`config.mk`:
```
export PLATFORM = sky130hd
export DESIGN_NAME = char_colorizer_flat
export DESIGN_NICKNAME = d
export VERILOG_FILES = /design/src/rtl/char_colorizer_if.sv /design/src/rtl/char_colorizer.sv /design/src/flat_wrapper.sv
export SDC_FILE = /design/constraint.sdc
export NUM_CORES = 1
export LEC_CHECK = 0
export ABC_AREA = 1
export BUFFER_PORTS_ARGS = -buffer_cell sky130_fd_sc_hd__buf_2
export CAP_MARGIN = 20
export CORE_UTILIZATION = 60
export CTS_CLUSTER_SIZE = 28
export DETAILED_ROUTE_END_ITERATION = 8
export GPL_TIMING_DRIVEN = 0
export PLACE_DENSITY = 0.79
export SLEW_MARGIN = 40
export SYNTH_ARGS = -nofsm -noshare
export SYNTH_HDL_FRONTEND = slang
export SYNTH_SLANG_ARGS = --single-unit
```
`constraint.sdc`:
```
create_clock -name vga_clk -period 3.7 [get_ports vga_clk]
set_clock_uncertainty 0.05 [all_clocks]
set_input_delay 0.555 -clock vga_clk [delete_from_list [all_inputs] [get_ports vga_clk]]
set_output_delay 0.555 -clock vga_clk [all_outputs]
set_load 0.05 [all_outputs]
```
`src/rtl/char_colorizer_if.sv`:
```
// Register-write port for char_colorizer: one write per cycle while cfg_we is high.
interface char_colorizer_if;
    logic        cfg_we;
    logic [2:0]  cfg_addr;
    logic [11:0] cfg_wdata;

    modport master (output cfg_we, cfg_addr, cfg_wdata);
    modport slave  (input  cfg_we, cfg_addr, cfg_wdata);
endinterface

```
`src/rtl/char_colorizer.sv`:
```
// Colours a text-mode glyph stream inside a programmable window; config is double-buffered at frame start.
// Optional glyph blinking is compiled in with `define CHAR_COLORIZER_BLINK_EN.
module char_colorizer #(
    parameter int CHAR_LAT     = 2,
    parameter int BLINK_FRAMES = 32
) (
    input  logic              vga_clk,
    input  logic              reset,
    char_colorizer_if.slave   cfg,
    input  logic              video_on,
    input  logic              hsync_in,
    input  logic              vsync_in,
    input  logic [11:0]       pixel_row,
    input  logic [11:0]       pixel_column,
    input  logic              char_pix,
    output logic [3:0]        vga_r,
    output logic [3:0]        vga_g,
    output logic [3:0]        vga_b,
    output logic              hsync_out,
    output logic              vsync_out,
    output logic              video_on_out
);

    typedef struct packed {
        logic [11:0] fg;
        logic [11:0] bg;
        logic [11:0] win_x;
        logic [11:0] win_y;
        logic [11:0] win_w;
        logic [11:0] win_h;
    } cfg_t;

    localparam cfg_t CFG_RST = '{fg: 12'hFFF, bg: 12'h000, win_x: 12'd0, win_y: 12'd0,
                                 win_w: 12'd640, win_h: 12'd480};

    logic [CHAR_LAT-1:0]        vid_pipe_q, vid_pipe_d;
    logic [CHAR_LAT-1:0]        hs_pipe_q, hs_pipe_d;
    logic [CHAR_LAT-1:0]        vs_pipe_q, vs_pipe_d;
    logic [CHAR_LAT-1:0][11:0]  row_pipe_q, row_pipe_d;
    logic [CHAR_LAT-1:0][11:0]  col_pipe_q, col_pipe_d;

    cfg_t        shadow_q, shadow_d;
    cfg_t        active_q, active_d;
    logic        vs_prev_q, vs_prev_d;
    logic [11:0] rgb_q, rgb_d;
    logic        hs_out_q, hs_out_d;
    logic        vs_out_q, vs_out_d;
    logic        vid_out_q, vid_out_d;

    logic        vid_a, hs_a, vs_a;
    logic [11:0] row_a, col_a;
    logic        frame_start;
    logic [12:0] x_end, y_end;
    logic        in_win;
    logic        glyph_on;

    assign vid_a = vid_pipe_q[CHAR_LAT-1];
    assign hs_a  = hs_pipe_q[CHAR_LAT-1];
    assign vs_a  = vs_pipe_q[CHAR_LAT-1];
    assign row_a = row_pipe_q[CHAR_LAT-1];
    assign col_a = col_pipe_q[CHAR_LAT-1];

    assign frame_start = vs_prev_q & ~vs_a;

    // 13-bit ends so a window near the right/bottom edge cannot wrap to column/row 0
    assign x_end  = {1'b0, active_q.win_x} + {1'b0, active_q.win_w};
    assign y_end  = {1'b0, active_q.win_y} + {1'b0, active_q.win_h};
    assign in_win = (col_a >= active_q.win_x) && ({1'b0, col_a} < x_end) &&
                    (row_a >= active_q.win_y) && ({1'b0, row_a} < y_end);

`ifdef CHAR_COLORIZER_BLINK_EN
    localparam int CW = (BLINK_FRAMES > 1) ? $clog2(BLINK_FRAMES) : 1;

    logic [CW-1:0] blink_cnt_q, blink_cnt_d;
    logic          hidden_q, hidden_d;

    always_comb begin
        blink_cnt_d = blink_cnt_q;
        hidden_d    = hidden_q;
        if (frame_start) begin
            if (blink_cnt_q == CW'(BLINK_FRAMES - 1)) begin
                blink_cnt_d = '0;
                hidden_d    = ~hidden_q;
            end else begin
                blink_cnt_d = blink_cnt_q + 1'b1;
            end
        end
    end

    always_ff @(posedge vga_clk) begin
        if (reset) begin
            blink_cnt_q <= '0;
            hidden_q    <= 1'b0;
        end else begin
            blink_cnt_q <= blink_cnt_d;
            hidden_q    <= hidden_d;
        end
    end

    assign glyph_on = char_pix & ~hidden_q;
`else
    assign glyph_on = char_pix;
`endif

    always_comb begin
        vid_pipe_d    = vid_pipe_q;
        hs_pipe_d     = hs_pipe_q;
        vs_pipe_d     = vs_pipe_q;
        row_pipe_d    = row_pipe_q;
        col_pipe_d    = col_pipe_q;
        vid_pipe_d[0] = video_on;
        hs_pipe_d[0]  = hsync_in;
        vs_pipe_d[0]  = vsync_in;
        row_pipe_d[0] = pixel_row;
        col_pipe_d[0] = pixel_column;
        for (int i = 1; i < CHAR_LAT; i++) begin
            vid_pipe_d[i] = vid_pipe_q[i-1];
            hs_pipe_d[i]  = hs_pipe_q[i-1];
            vs_pipe_d[i]  = vs_pipe_q[i-1];
            row_pipe_d[i] = row_pipe_q[i-1];
            col_pipe_d[i] = col_pipe_q[i-1];
        end

        shadow_d = shadow_q;
        if (cfg.cfg_we) begin
            case (cfg.cfg_addr)
                3'd0:    shadow_d.fg    = cfg.cfg_wdata;
                3'd1:    shadow_d.bg    = cfg.cfg_wdata;
                3'd2:    shadow_d.win_x = cfg.cfg_wdata;
                3'd3:    shadow_d.win_y = cfg.cfg_wdata;
                3'd4:    shadow_d.win_w = cfg.cfg_wdata;
                3'd5:    shadow_d.win_h = cfg.cfg_wdata;
                default: ;
            endcase
        end

        // Copy from shadow_q, so a write landing on frame start waits one more frame
        active_d  = frame_start ? shadow_q : active_q;
        vs_prev_d = vs_a;

        rgb_d = 12'h000;
        if (vid_a && in_win)
            rgb_d = glyph_on ? active_q.fg : active_q.bg;
        hs_out_d  = hs_a;
        vs_out_d  = vs_a;
        vid_out_d = vid_a;
    end

    always_ff @(posedge vga_clk) begin
        if (reset) begin
            vid_pipe_q <= '0;
            hs_pipe_q  <= '1;
            vs_pipe_q  <= '1;
            row_pipe_q <= '0;
            col_pipe_q <= '0;
            shadow_q   <= CFG_RST;
            active_q   <= CFG_RST;
            vs_prev_q  <= 1'b1;
            rgb_q      <= 12'h000;
            hs_out_q   <= 1'b1;
            vs_out_q   <= 1'b1;
            vid_out_q  <= 1'b0;
        end else begin
            vid_pipe_q <= vid_pipe_d;
            hs_pipe_q  <= hs_pipe_d;
            vs_pipe_q  <= vs_pipe_d;
            row_pipe_q <= row_pipe_d;
            col_pipe_q <= col_pipe_d;
            shadow_q   <= shadow_d;
            active_q   <= active_d;
            vs_prev_q  <= vs_prev_d;
            rgb_q      <= rgb_d;
            hs_out_q   <= hs_out_d;
            vs_out_q   <= vs_out_d;
            vid_out_q  <= vid_out_d;
        end
    end

    assign vga_r        = rgb_q[11:8];
    assign vga_g        = rgb_q[7:4];
    assign vga_b        = rgb_q[3:0];
    assign hsync_out    = hs_out_q;
    assign vsync_out    = vs_out_q;
    assign video_on_out = vid_out_q;

endmodule

```
`src/flat_wrapper.sv`:
```
// flat-port wrapper written by rule: the top's interface ports become plain ports
module char_colorizer_flat 
#(
    parameter int CHAR_LAT     = 2,
    parameter int BLINK_FRAMES = 32
)
  (vga_clk, reset, video_on, hsync_in, vsync_in, pixel_row, pixel_column, char_pix, vga_r, vga_g, vga_b, hsync_out, vsync_out, video_on_out, cfg_cfg_we, cfg_cfg_addr, cfg_cfg_wdata);
  char_colorizer_if cfg_i ();
  input  logic vga_clk;
  input  logic reset;
  input  logic video_on;
  input  logic hsync_in;
  input  logic vsync_in;
  input  logic [11:0] pixel_row;
  input  logic [11:0] pixel_column;
  input  logic char_pix;
  output logic [3:0] vga_r;
  output logic [3:0] vga_g;
  output logic [3:0] vga_b;
  output logic hsync_out;
  output logic vsync_out;
  output logic video_on_out;
  input wire logic [$bits(cfg_i.cfg_we)-1:0] cfg_cfg_we;
  input wire logic [$bits(cfg_i.cfg_addr)-1:0] cfg_cfg_addr;
  input wire logic [$bits(cfg_i.cfg_wdata)-1:0] cfg_cfg_wdata;
  assign cfg_i.cfg_we = cfg_cfg_we;
  assign cfg_i.cfg_addr = cfg_cfg_addr;
  assign cfg_i.cfg_wdata = cfg_cfg_wdata;
  char_colorizer #(.CHAR_LAT(CHAR_LAT), .BLINK_FRAMES(BLINK_FRAMES)) u_core (.vga_clk(vga_clk), .reset(reset), .cfg(cfg_i), .video_on(video_on), .hsync_in(hsync_in), .vsync_in(vsync_in), .pixel_row(pixel_row), .pixel_column(pixel_column), .char_pix(char_pix), .vga_r(vga_r), .vga_g(vga_g), .vga_b(vga_b), .hsync_out(hsync_out), .vsync_out(vsync_out), .video_on_out(video_on_out));
endmodule
```
; ---- Word-level counts from Yosys, hierarchy flattened
; Index checks and enable logic that the tools add are counted.
[totals]
regBits = 213
in_bits = 46
out_inout_bits = 15
word_cells = 50
[op_classes]
addsub = 2
magnitude_cmp = 4
n_eq_ne = 5
mux = 1
n_bitwise = 3
reduce_logical = 12
[ops]
columns = operator, count
row1 = $add 12x12->13, 2
row2 = $lt 12x13->1, 2
row3 = $ge 12x12->1, 2
row4 = $mux 12, 1
row5 = $reduce_and 2->1, 6
row6 = $eq 3x2->1 const B, 2
row7 = $eq 3x3->1 const B, 2
row8 = $logic_and 1x1->1, 4
row9 = $eq 3x1->1 const B, 1
row10 = $logic_not 3->1, 1
row11 = $not 1->1, 2
row12 = $reduce_or 2->1, 1
row13 = $and 1x1->1, 1

; ---- Depth between registers and ports, before layout
; Gate-level depths: netlist of the first run.
[logic_depth]
word_depth = 8
ltp_mapped = 20
mapped_depth_nobuf = 19

; ---- Worst setup path after synthesis of the first run
; Ideal clock, no wire load.
[synth_timing]
kind = register to register
from = register u_core.active_q[36] in the netlist's numbering
to = register u_core.rgb_q[10]
setup_time_ps = 62
arrival_time_ps = 2620
required_ps = 3588
slack_ps = 967
path_stages_with_launch = 21
period_less_slack_ps = 2733
cell_sequence = dfxtp_1 -> ha_1 -> inv_1 -> fa_1 -> inv_1 -> nand2_1 -> nand2_1 -> o21ai_1 -> inv_1 -> a21oi_1 -> nor2_1 -> nor2_1 -> xor2_1 -> ha_1 -> a21o_1 -> a21oi_1 -> nor3_1 -> nor2_2 -> nand4_2 -> buf_6 -> nor2_2
[synth_via]
elab_chain_cells = 8
[synth_lines]
columns = item, line
row1 = "start, declared", char_colorizer.sv:43  ; cfg_t active_q, active_d;
row2 = "start signal, assigned", char_colorizer.sv:170  ; active_q <= active_d;
row3 = $add 12x12->13, char_colorizer.sv:66  ; assign x_end = {1'b0, active_q.win_x} + {1'b0, active_q.win_w};
row4 = $lt 12x13->1, char_colorizer.sv:68  ; assign in_win = (col_a >= active_q.win_x) && ({1'b0, col_a} < x_end) &&
row5 = $logic_and 1x1->1 (*) (2 in series), char_colorizer.sv:68
row6 = $logic_and 1x1->1 (*), char_colorizer.sv:69  ; (row_a >= active_q.win_y) && ({1'b0, row_a} < y_end);
row7 = $logic_and 1x1->1 (*), char_colorizer.sv:142  ; if (vid_a && in_win)
row8 = $not 1->1 (no line) (*), n/a
row9 = $reduce_or 2->1 (no line) (*), n/a
row10 = "end signal, assigned", char_colorizer.sv:172  ; rgb_q <= rgb_d;
row11 = "end, declared", char_colorizer.sv:45  ; logic [11:0] rgb_q, rgb_d;
; Mark *: on every way between the ends. The rest lies on a longest branch, timed or not.
; A chain may end at the register's enable or synchronous reset.

; ---- Worst setup path in the final report of the first run
; Ends and elaborated chain as after synthesis.

==> reports/qor.yml, run 1 <==
cts:
  htree_levels: 1
  cts_setup_buffers: 0
  clockBufferDepth: 3
  cts_resized: 0
  clk_latency_ps: 510
  cts_inserted_buffers: 22
  clock_sinks: 213
  tritoncts: "yes"
  clkTransAtPathRegs_ps: 60
  cts_hold_buf: 0
  ctsRootBufferMaster: "clkbuf_16"
critical_path:
  path_cells: "ha_1 > inv_1 > fa_1 > inv_1 > nand2_1 > nand2_1 > o21ai_1 > inv_1 > a21oi_1 > nor2_1 > nor2_1 > xor2_1 > ha_1 > a21o_1 > a21oi_1 > nor3_1 > nor2_2 > nand4_2 > buf_6 > nor2_2"
  cp-end-kind: "register"
  cpMostUsedCell: "inv_1"
  startpoint: "u_core.active_q[36]$_SDFFE_PP0P_"
  path_class: "register to register"
  worst_ep_required_time_ps: 4100
  cp.arrival_ps: 3640
  max_stage_delay_ps: 390
  worstPathMaxFanout: 10
  r2r_start: "u_core.active_q[36]$_SDFFE_PP0P_"
  cp_slowest_cell: "dfxtp_1"
  critPathLaunchType: "register"
placement:
  dpl_cell_area_sq_mm: 0.00968
  port_buffers: 60
  dp_hpwl_um: 15600
  dpl.cell_count: 1420
  place.gp.congestion: 0.890
floorplanning:
  die_x_um: 125
  core_area_sq_mm: 0.0147
  fp.dieH_um: 125
  die-area_sq_mm: 0.0157
  rows: 44
  ios: 61
  start_util_pct: 62.2
detailed_routing:
  dr.pass1.iters: 5
  via_count: 7729
  wl_per_cell_um: 14.3
  drt_wl_total_um: 20900
  postRouteAntennaNets: 0
  avgViaCountPerCell: 5.29
  route.detailed.drc: 0
  drtIter0Drc: 595
power:
  p_comb_share_pct: 10.4
  internal-power_uw: 3840
  power_density_mw_per_mm2: 493
  power.switching_fraction_pct: 25.1
  p_seq_share_pct: 47.6
  leakagePower_uw: 0.00503
  net-switching-power_uw: 1280
  peakVddDrop_mv: 0.407
  clock_power_share_pct: 42.0
global_routing:
  grt_start_max_net_pins: 15
  grt-ovfl-total: 0
  grt_usage_pct: 27.2
  antenna_found_initial: 0
  grt_pass1_wl_um: 34600
  grt_pass1_vias: 7372
synthesis:
  yosys_most_used_dff: "dfxtp_1"
  syn_area_per_cell_sq_um: 7.78
  synth.distinct_cells: 36
  ys_seq_area_share_pct: 46.6
  synth_common_cells: "246 x nor2_1, 213 x dfxtp_1, 156 x nand2_1, 128 x inv_1, 116 x o21ai_0"
  yosys_warnings: 0
  yosysMostFrequentCell: "nor2_1"
  synthesis.instances: 1176
  netlist_area_sq_mm: 0.00915
  yosysTopAreaCell: "dfxtp_1"
  synth_top_area_share_pct: 46.6
  syn_nets: 1294
  synth.area.top_cells: "dfxtp_1 47%, nor2_1 10%, ha_1 9.6%"
  synth_edf_count: 0
  yosys_register_bits: 213
  ys_async_sr_fraction_pct: 0
sta:
  worst_slew_margin_rel_pct: 54.7
  min_period_ps: 3240
  finalSetupTns_ps: 0
  hold_viol: 0
  slew_violations: 0
  tightest_slew_ps: 680
  period_share_pct: 87.6
  setup_viol: 0
  grt_setup_unrepaired: "false"
  fmax_ghz: 0.308
cells_and_area:
  area_growth_pct: 13.6
  n_antenna_cell: 0
  design_area_sq_mm: 0.0104
  drive_gt1_share_pct: 9.56
  finalNonFillerCells: 1460
  n_fill_cell: 1220
  fin_nets: 1378
hold_path:
  hp-class: "input pin to register"
  worstHoldStart: "hsync_in"
flow_run:
  cap_violations: 0
run_status:
  status: "finished, final reports clean"
metal layers:
layer	up-vias	wire (um)	track usage [%]
met5	-	0	0
met3	53	1280	3.64
met2	242	9730	46.1
li1	3910	-	-
met4	0	806	11.0
met1	3524	9080	35.0
worst paths after layout:
| path | endpoint | slack [ps] | cells past startpoint |
|---|---|---|---|
| worst min register to register | u_core.vs_pipe_q[1]$_SDFF_PP1_ | 350 | 1 |
| worst max-delay path | u_core.rgb_q[10]$_SDFF_PP0_ | 460 | 20 |
| worst min-delay path | u_core.hs_pipe_q[0]$_SDFF_PP1_ | 180 | 2 |
| worst max register to register | u_core.rgb_q[10]$_SDFF_PP0_ | 460 | 20 |
critical path: cells and delay by family (launching register included):
family,cells,cell delay (ps)
adder cells (fa/ha/maj),3,880
AND/OR/NAND/NOR,8,710
XOR/XNOR,1,140
AO/OA/AOI/OAI,4,540
buffers and inverters,4,440
flip-flops,1,390
per-stage QoR:
step           utilization, %  setup slack [ps]  total power, uW  hold WS (ps)
3_5_place_dp             65.9               463             3020           342
3_3_place_gp             65.9               516             2990           340
4_1_cts                  70.7               438             5140           168
6_report                 70.7               458             5120           176
5_1_grt                  70.7               147             5330           183
2_1_floorplan               -               967             2850           338
power groups by stage:
stage          registers, uW  clock network (uW)  logic (uW)
6_report                2440                2150         535
5_1_grt                 2450                2270         612
4_1_cts                 2440                2170         534
3_5_place_dp            2490                   0         528
3_3_place_gp            2480                   0         508
2_1_floorplan           2480                   0         369
cells in the final DEF (no fill, tap or decap), drive strengths merged, types with 4 or more instances in the layout:
cell type    n
mux2i       12
dfxtp      213
ha          70
a21oi       57
a21o         4
nor3         5
xor2        13
xnor2        7
nand2      158
nand3       51
clkinv       7
or2          5
buf         62
inv        130
nor2       259
nand4        7
o21ai      120
clkbuf      78
cell families (layout without fill, tap and decap cells):
logic type                 count (synthesis)  in the layout  share of synthesized area (%)
adders and majority gates                 72             72                           10.0
and+or+nand+nor                          490            490                           22.0
xor gates and xnor gates                  20             20                           1.91
AOI/OAI and AO/OA                        188            188                           10.6
muxes                                     12             12                           1.31
DFF                                      213            213                           46.6
buffers and inverters                    181            281                           7.58
registers in the layout (all words and copies together) (netlist names):
signal               count
u_core.active_q         72
u_core.col_a            12
u_core.col_pipe_d       12
u_core.hs_pipe_q         2
u_core.hsync_out         1
u_core.rgb_q            12
u_core.row_a            12
u_core.row_pipe_d       12
u_core.shadow_q         72
u_core.vid_pipe_q        2
u_core.video_on_out      1
u_core.vs_pipe_q         2
u_core.vs_prev_q         1
layout make-up:
| type | count | area (sq um) | share of cell area, % |
|---|---|---|---|
| sequential | 213 | 4260 | 41.0 |
| multi-input combinational | 782 | 4190 | 40.3 |
| clock buffer | 31 | 624 | 6.01 |
| inverter | 131 | 492 | 4.73 |
| timing repair buffer | 60 | 300 | 2.89 |
| tap | 184 | 230 | 2.22 |
| buffer | 50 | 201 | 1.94 |
| clock inverter | 9 | 86.3 | 0.831 |
Power figures use the tool's default switching activity.
==> run 2, diff against run 1 <==
CORE_UTILIZATION = 40   (was 60)
PLACE_DENSITY = default   (was 0.79)
==> reports/qor.yml, run 2 (synthesis gave the netlist of run 1 again) <==
critical_path:
  path_cells: "ha_1 > inv_1 > fa_1 > o21ai_2 > a31oi_1 > nor2_1 > nor2_1 > xor2_1 > ha_1 > nand2_1 > nand2_1 > nand2_1 > nand2_1 > nand4_1 > nand3_1 > nor2_2 > nand4_2 > buf_6 > nor2_2"
  cp-end-kind: "register"
  crit_cells: 19
  cp.arrival_ps: 3650
  cp_num_buf_inv: 2
  ff2ff_setup_slack_ps: 440
  critPathLaunchType: "register"
  max_stage_delay_ps: 410
  cpMostUsedCell: "nand2_1"
  rr_worst_depth: 19
  cp_slowest_cell: "dfxtp_1"
  path_delay_family: "simple AND/OR/NAND/NOR gates"
  path_class: "register to register"
  worstPathMaxFanout: 10
  worst_ep_required_time_ps: 4100
floorplanning:
  ios: 61
  die-area_sq_mm: 0.0235
  core_area_sq_mm: 0.0221
  die_x_um: 153
  start_util_pct: 41.4
  fp.dieH_um: 153
  rows: 54
detailed_routing:
  route.detailed.drc: 0
  drt_wl_total_um: 21800
  avgViaCountPerCell: 4.85
  met2_length_um: 10200
  dr.pass1.iters: 5
  top_layer_used: "met4"
  postRouteAntennaNets: 0
  wl_per_cell_um: 14.0
  met1Wirelength_um: 10100
  route.met3.wl_um: 1110
  via_count: 7563
  drtIter0Drc: 435
placement:
  place_ws_ps: 442
  dpl.cell_count: 1516
  place.gp.congestion: 0.848
  dp_hpwl_um: 16300
  port_buffers: 60
cells_and_area:
  final_cell_mix: "246 x nor2_1, 213 x dfxtp_1, 156 x nand2_1"
  area_growth_pct: 16.0
  fin_nets: 1380
  mostFrequentLayoutCell: "nor2_1"
  final-seq-area_sq_mm: 0.00426
  drive_gt1_share_pct: 9.62
  multi_input_area_sq_mm: 0.00419
  top_regs: "u_core.active_q x72, u_core.shadow_q x72"
  n_antenna_cell: 0
  finalNonFillerCells: 1559
  n_fill_cell: 2208
run_status:
  status: "finished, final reports clean"
global_routing:
  grt_pass1_vias: 6927
  grt_pass1_wl_um: 35100
  antenna_found_initial: 0
  grt-ovfl-total: 0
  grt_start_max_net_pins: 13
  grt_usage_pct: 18.7
cts:
  clk_latency_ps: 510
  htree_levels: 1
  cts_inserted_buffers: 24
  tritoncts: "yes"
  clock_sinks: 213
  ctsRootBufferMaster: "clkbuf_16"
  clockBufferDepth: 3
  clkTransAtPathRegs_ps: 60
  cts_hold_buf: 0
  cts_setup_buffers: 0
  cts_resized: 0
flow_run:
  cap_violations: 0
sta:
  finalWorstSetupSlack_ps: 444
  finalSetupTns_ps: 0
  min_period_ps: 3260
  period_share_pct: 88.0
  tightest_slew_ps: 637
  setup_viol: 0
  hold_viol: 0
  grt_setup_unrepaired: "false"
  fmax_ghz: 0.307
  slew_violations: 0
  worst_slew_margin_rel_pct: 57.6
hold_path:
  hp-class: "input pin to register"
  hold_depth: 2
power:
  power_density_mw_per_mm2: 505
  peakVddDrop_mv: 0.321
  leakagePower_uw: 0.00508
run 2: power by group:
group	switching, uW	internal (uW)	total, uW
Clock	898	1490	2390
Combinational	339	194	533
Sequential	47.6	2390	2440
Total	1280	4080	5360
run 2: path summary, 6_finish.rpt:
path / from / endpoint
max: u_core.active_q[24]$_SDFFE_PP0P_ / u_core.rgb_q[5]$_SDFF_PP0_
min: hsync_in / u_core.hs_pipe_q[0]$_SDFF_PP1_
max reg2reg: u_core.active_q[24]$_SDFFE_PP0P_ / u_core.rgb_q[5]$_SDFF_PP0_
min reg2reg: u_core.col_pipe_d[12]$_SDFF_PP0_ / u_core.col_a[0]$_SDFF_PP0_
run 2: metal layers:
layer / vias to the layer above / global-route usage [%]
li1: 3910 / -
met1: 3476 / 25.2
met2: 151 / 30.9
met3: 26 / 2.86
met4: 0 / 5.39
met5: - / 0
run 2: metrics by stage:
| stage | hold slack, ps | instance area (sq um) | total power, uW | utilization, % |
|---|---|---|---|---|
| final | 185 | 10600 | 5360 | 48.0 |
| after global routing | 168 | 10600 | 5610 | 48.0 |
| after CTS | 165 | 10600 | 5420 | 48.0 |
| after detailed placement | 342 | 9800 | 3020 | 44.4 |
| after global placement | 340 | 9800 | 3010 | 44.4 |
| after floorplan | 338 | 9150 | 2850 | - |
run 2: worst reg2reg max path: cells and delay by family (launching register included):
kind / cells / cell delay (ps)
DFF: 1 / 410
AOI/OAI and AO/OA: 2 / 410
adders and majority gates: 3 / 900
and+or+nand+nor: 11 / 1020
buffers and inverters: 2 / 290
xor gates and xnor gates: 1 / 140
run 2: area by class of cell:
type,count,share of cell area [%]
plain buffers,50,1.90
well taps,280,3.30
repair buffers,60,2.83
inverters,131,4.63
clock buffers,38,6.92
multi-input cells,782,39.5
clock inverters,5,0.743
flip-flops and latches,213,40.2
